## config.mk

```make
export PLATFORM = sky130hd
export DESIGN_NAME = mtl_timing_generator
export DESIGN_NICKNAME = d
export VERILOG_FILES = /design/src/rtl/mtl_timing_generator.sv
export SDC_FILE = /design/constraint.sdc
export NUM_CORES = 1
export LEC_CHECK = 0
export ABC_CLOCK_PERIOD_IN_PS = 2400
export CAP_MARGIN = 20
export CORE_UTILIZATION = 42
export CTS_BUF_LIST = sky130_fd_sc_hd__clkbuf_2 sky130_fd_sc_hd__clkbuf_4 sky130_fd_sc_hd__clkbuf_8
export DETAILED_ROUTE_END_ITERATION = 6
export GPL_ROUTABILITY_DRIVEN = 0
export GPL_TIMING_DRIVEN = 0
export PLACE_DENSITY = 0.78
export SYNTH_ARGS = -nofsm -noshare
export SYNTH_HDL_FRONTEND = slang
export SYNTH_SLANG_ARGS = --single-unit
```

## constraint.sdc

```tcl
create_clock -name iCLK_33 -period 2.4 [get_ports iCLK_33]
set_input_delay 0.36 -clock iCLK_33 [delete_from_list [all_inputs] [get_ports iCLK_33]]
set_output_delay 0.36 -clock iCLK_33 [all_outputs]
set_load 0.01 [all_outputs]
```

## src/rtl/mtl_timing_generator.sv

```systemverilog
// Raster timing generator for the 800x480 MTL panel: free-running h/v counters,
// zero-latency pixel request/coordinate decode, and a one-stage registered RGB/sync/DE output.
module mtl_timing_generator #(
   parameter int H_ACT   = 800,
   parameter int H_SYNC  = 1,
   parameter int H_BLANK = 46,
   parameter int H_TOTAL = 1056,
   parameter int V_ACT   = 480,
   parameter int V_SYNC  = 1,
   parameter int V_BLANK = 23,
   parameter int V_TOTAL = 525
) (
   input  logic        iCLK_33,
   input  logic        iRST,
   input  logic [31:0] i_pixel_data,
   output logic        o_new_frame,
   output logic        o_end_frame,
   output logic        o_next_active,
   output logic [10:0] o_current_x,
   output logic [9:0]  o_current_y,
   output logic [7:0]  o_lcd_r,
   output logic [7:0]  o_lcd_g,
   output logic [7:0]  o_lcd_b,
   output logic        o_lcd_hsd,
   output logic        o_lcd_vsd,
   output logic        o_lcd_de
);

   // Every boundary must be representable at counter width, and end-of-frame must land inside the frame.
   if (H_TOTAL > 2047 || V_TOTAL > 1023 || H_TOTAL < 1 || V_TOTAL < 1 ||
       H_BLANK + H_ACT > H_TOTAL || V_BLANK + V_ACT >= V_TOTAL ||
       H_SYNC > H_TOTAL || V_SYNC > V_TOTAL) begin : g_param_check
      $error("mtl_timing_generator: timing parameters do not fit the counters");
   end

   localparam logic [10:0] H_BLANK_C = 11'(H_BLANK);
   localparam logic [10:0] H_END_C   = 11'(H_BLANK + H_ACT);
   localparam logic [10:0] H_SYNC_C  = 11'(H_SYNC);
   localparam logic [10:0] H_LAST_C  = 11'(H_TOTAL - 1);
   localparam logic [9:0]  V_BLANK_C = 10'(V_BLANK);
   localparam logic [9:0]  V_END_C   = 10'(V_BLANK + V_ACT);
   localparam logic [9:0]  V_SYNC_C  = 10'(V_SYNC);
   localparam logic [9:0]  V_LAST_C  = 10'(V_TOTAL - 1);

   logic [10:0] h_cnt_q, h_cnt_d;
   logic [9:0]  v_cnt_q, v_cnt_d;
   logic [23:0] rgb_q, rgb_d;
   logic        de_q, de_d;
   logic        hsd_q, hsd_d;
   logic        vsd_q, vsd_d;
   logic        act;

   // Only the low 24 bits carry colour; the top byte is padding.
   logic        unused_pixel_bits;
   assign unused_pixel_bits = ^i_pixel_data[31:24];

   always_comb begin
      h_cnt_d = h_cnt_q + 11'd1;
      v_cnt_d = v_cnt_q;
      if (h_cnt_q == H_LAST_C) begin
         h_cnt_d = '0;
         v_cnt_d = (v_cnt_q == V_LAST_C) ? '0 : v_cnt_q + 10'd1;
      end

      act = (h_cnt_q >= H_BLANK_C) && (h_cnt_q < H_END_C) &&
            (v_cnt_q >= V_BLANK_C) && (v_cnt_q < V_END_C);

      de_d  = act;
      rgb_d = act ? i_pixel_data[23:0] : '0;
      hsd_d = !(h_cnt_q < H_SYNC_C);
      vsd_d = !(v_cnt_q < V_SYNC_C);
   end

   always_ff @(posedge iCLK_33) begin
      if (iRST) begin
         h_cnt_q <= '0;
         v_cnt_q <= '0;
         rgb_q   <= '0;
         de_q    <= 1'b0;
         hsd_q   <= 1'b1;
         vsd_q   <= 1'b1;
      end else begin
         h_cnt_q <= h_cnt_d;
         v_cnt_q <= v_cnt_d;
         rgb_q   <= rgb_d;
         de_q    <= de_d;
         hsd_q   <= hsd_d;
         vsd_q   <= vsd_d;
      end
   end

   // Request-side decode is combinational so the controller's show-ahead word lines up with the register stage.
   always_comb begin
      o_next_active = 1'b0;
      o_current_x   = '0;
      o_current_y   = '0;
      o_new_frame   = 1'b0;
      o_end_frame   = 1'b0;
      if (!iRST) begin
         o_next_active = act;
         o_current_x   = act ? h_cnt_q - H_BLANK_C : '0;
         o_current_y   = act ? v_cnt_q - V_BLANK_C : '0;
         o_new_frame   = (h_cnt_q == '0) && (v_cnt_q == '0);
         o_end_frame   = (h_cnt_q == '0) && (v_cnt_q == V_END_C);
      end
   end

   assign o_lcd_r   = rgb_q[23:16];
   assign o_lcd_g   = rgb_q[15:8];
   assign o_lcd_b   = rgb_q[7:0];
   assign o_lcd_de  = de_q;
   assign o_lcd_hsd = hsd_q;
   assign o_lcd_vsd = vsd_q;

endmodule

```

==> reports/results.tsv, run 1 <==
metric	value	unit
status	finished, violations left	
failing checks	setup timing	
Initial DRC Count	247	
complex-gate fraction of the synthesized area	10.2	%
total global-route track usage	22.8	%
Hold Crit Class	primary input to flip-flop	
Netlist cell types	34	
largest family of logic cells by synthesized area	simple AND/OR/NAND/NOR gates	
synthesized instance count	294	
Sw Pwr	0.364	mW
Clk pin slew, worst setup/hold paths	0.10	ns
Leakage Power	1.51	nW
post-place setup slack	-0.916	ns
CTS sink count	48	
fin crit share	100	%
# DRC	0	
die width	76.7	um
Hold WS	0.449	ns
Ant. Diodes	0	
mapped cell area	0.00234	mm2
Final Core Density	71.7	%
Worst EP required	2.04	ns
worst-path fanout max	4	
multi-input combinational cell area	0.00141	mm2
Ys Warns	0	
GRT met2 Usage	38.7	%
Peak VDD IR	0.384	mV
critical path capture point type	output port	
Clock Latency Late Sink	0.31	ns
DRT antenna net count	0	
startpoint types	flip-flop	
Synth Area in XOR/XNOR	7.10	%
Worst slew margin	53.2	%
Final Setup Violations	1	
CTS tree	yes	
die height	76.7	um
initial antenna violation count	0	
average routed wire per standard cell	15.2	um
worst setup path class	flip-flop to output port	
H-Tree Depth	2	
area delta synth->final	60.1	%
Seq/Total Area, Yosys	41.0	%
Max-Cap Viols	0	
Net Count, Synth	336	
vias in the first global route	2187	
worst path arrival time	2.04	ns
Final Skew	0.00952	ns
layout cell share with drive strength beyond 1	31.7	%
Avg Inst Size Synth	7.98	um2
finished layout cell area	0.00375	mm2
largest net degree at the start of global routing	16	
Sw Share	24.6	%
clock share of power	35.0	%
final wirelength	7.13	mm
met3 Track Usage GR	3.93	%
Clock Path Buffers	2	
dpl cell area	0.00319	mm2
P_int	1.11	mW
power per cell area	394	mW/mm2
Async S/R FF share, synth	0	%
fillers	397	
ys flop type	dfxtp_1	
Final Hold Fails	0	
First-pass DRT Iterations	4	
Simple-Gate Fraction of Synth Area	26.5	%
first-pass GRT wire length	10.8	mm
Std-Cell Rows	26	
mux contribution to synthesized area	0	%
Initial Utilization	44.8	%
gr ovfl total	0	
Post-Place Cells	440	
# IOs	85	
adder-cell share of the synthesized area	4.27	%
worst setup margin	-0.00249	ns
die area	0.00589	mm2
fin crit period	2.40	ns
most frequent cells in the layout	clkdlybuf4s50_1 (51), inv_1 (37), dfxtp_1 (34), nor3_1 (28), buf_4 (27)	
Std-Cell Core Area	0.00524	mm2
Peak Freq	416	MHz
Slew Limit Fails	0	
post-route insts no fill	468	
PortBufs	76	
dpl hpwl	4.11	mm
most common cell after layout, fill and taps aside	clkdlybuf4s50_1	
Logic pwr share	9.8	%
DR vias	2452	
TritonCTS buffer count	5	
Seq cells post-synth	48	
RSZ-0062 raised after global routing	yes	
Sequential Area	996	um2
GR peak layer	met2	
Root Driver	clkbuf_8	
Reg power frac	55.1	%
vias per cell	5.24	
Least-Margin Pin Slew	0.695	ns
Post-synth EDFFs	0	
met1 global-route usage	28.7	%
Final nets	439	
-- timing repair --
item	4_1_cts	5_1_grt
pin swaps	10	13
setup endpoints to repair	54	38
hold buffers	0	0
resized for setup	160	45
buffers inserted	14	14
gates cloned	2	0
-- stage by stage --
stage               TNS [ns]  total power, mW
floorplan                  0            0.896
global placement      -22.55            0.962
detailed placement    -23.25            0.964
CTS                  -0.0324             1.48
global route          -0.672             1.54
finish              -0.00249             1.48
-- power groups by stage --
stage                     Combinational, mW  Sequential (mW)  Clock [mW]
after floorplan                      0.0601            0.836           0
after global placement                0.127            0.835           0
after detailed placement              0.128            0.836           0
after CTS                             0.140            0.818       0.522
after global routing                  0.158            0.816       0.566
final                                 0.145            0.815       0.518
-- Yosys cell counts, types with 2 or more instances --
cell type | number | share of area (%)
a211oi_1 | 3 | 0.96
a21o_1 | 3 | 0.96
a21oi_1 | 13 | 2.8
a31o_2 | 2 | 0.75
a31oi_1 | 2 | 0.53
and3_1 | 2 | 0.53
buf_2 | 2 | 0.43
buf_6 | 3 | 1.4
clkbuf_1 | 19 | 3.0
dfxtp_1 | 48 | 41
ha_1 | 8 | 4.3
inv_1 | 38 | 6.1
nand2_1 | 12 | 1.9
nand3_1 | 9 | 1.9
nand3b_1 | 2 | 0.64
nand4_1 | 8 | 2.1
nor2_1 | 21 | 3.4
nor3_1 | 46 | 9.8
nor4_1 | 5 | 1.3
o21ai_0 | 4 | 0.85
o31ai_1 | 5 | 1.6
or2_2 | 2 | 0.53
or3_1 | 3 | 0.80
or4_1 | 6 | 1.9
or4_4 | 2 | 0.96
xnor2_1 | 16 | 6.0
xor2_1 | 3 | 1.1
-- registers in the layout, summed over array words and instances, names as in the netlist --
| signal | cells |
|---|---|
| o_lcd_de | 1 |
| v_cnt_q | 10 |
| o_lcd_vsd | 1 |
| o_lcd_hsd | 1 |
| h_cnt_q | 11 |
| rgb_q | 24 |
-- cell type report --
class,count,share of cell area [%]
Inverter,38,3.90
Buffer,14,3.77
Timing Repair Buffer,105,23.4
Sequential cell,48,26.5
Clock buffer,6,2.20
Multi-Input combinational cell,185,37.5
Tap cell,70,2.33
Clock inverter,2,0.400
-- logic make-up after synthesis --
| family | after synthesis |
|---|---|
| DFF | 48 |
| AOI/OAI and AO/OA | 37 |
| adders and majority gates | 8 |
| and+or+nand+nor | 120 |
| buffers and inverters | 62 |
| xor gates and xnor gates | 19 |
-- layer usage --
layer / vias to the layer above / routed length [um] / share of wire (%)
met5: - / 0 / 0
met4: 0 / 101 / 1.4
met3: 12 / 337 / 4.7
met2: 87 / 3730 / 52
met1: 1150 / 2960 / 41
li1: 1203 / - / -
-- worst paths after layout --
path	start	endpoint	slack (ns)	cells after the start
max reg2reg	h_cnt_q[8]	v_cnt_q[7]	0.09	5
min	iRST	v_cnt_q[3]	0.45	3
min reg2reg	v_cnt_q[1]	v_cnt_q[1]	0.51	2
max	h_cnt_q[2]	o_current_y[4]	-0.002	7
-- critical path: stages (launching register included) --
cell and delay, ns:
dfxtp_4 0.36, ha_4 0.16, a211o_1 0.28, a21o_1 0.21, buf_4 0.15, a31o_4 0.25, nor4_2 0.16, buf_2 0.18
No activity file was read; power rests on OpenSTA's default activity.
==> inputs of run 2 (changes only) <==
--- a/config.mk
+++ b/config.mk
@@ -9,6 +9,7 @@
 export CAP_MARGIN = 20
 export CORE_UTILIZATION = 42
 export CTS_BUF_LIST = sky130_fd_sc_hd__clkbuf_2 sky130_fd_sc_hd__clkbuf_4 sky130_fd_sc_hd__clkbuf_8
+export CTS_CLUSTER_DIAMETER = 40
 export DETAILED_ROUTE_END_ITERATION = 6
 export GPL_ROUTABILITY_DRIVEN = 0
 export GPL_TIMING_DRIVEN = 0
==> results of run 2 <==
Final layout, timing and power as in run 1 (identical DEF).
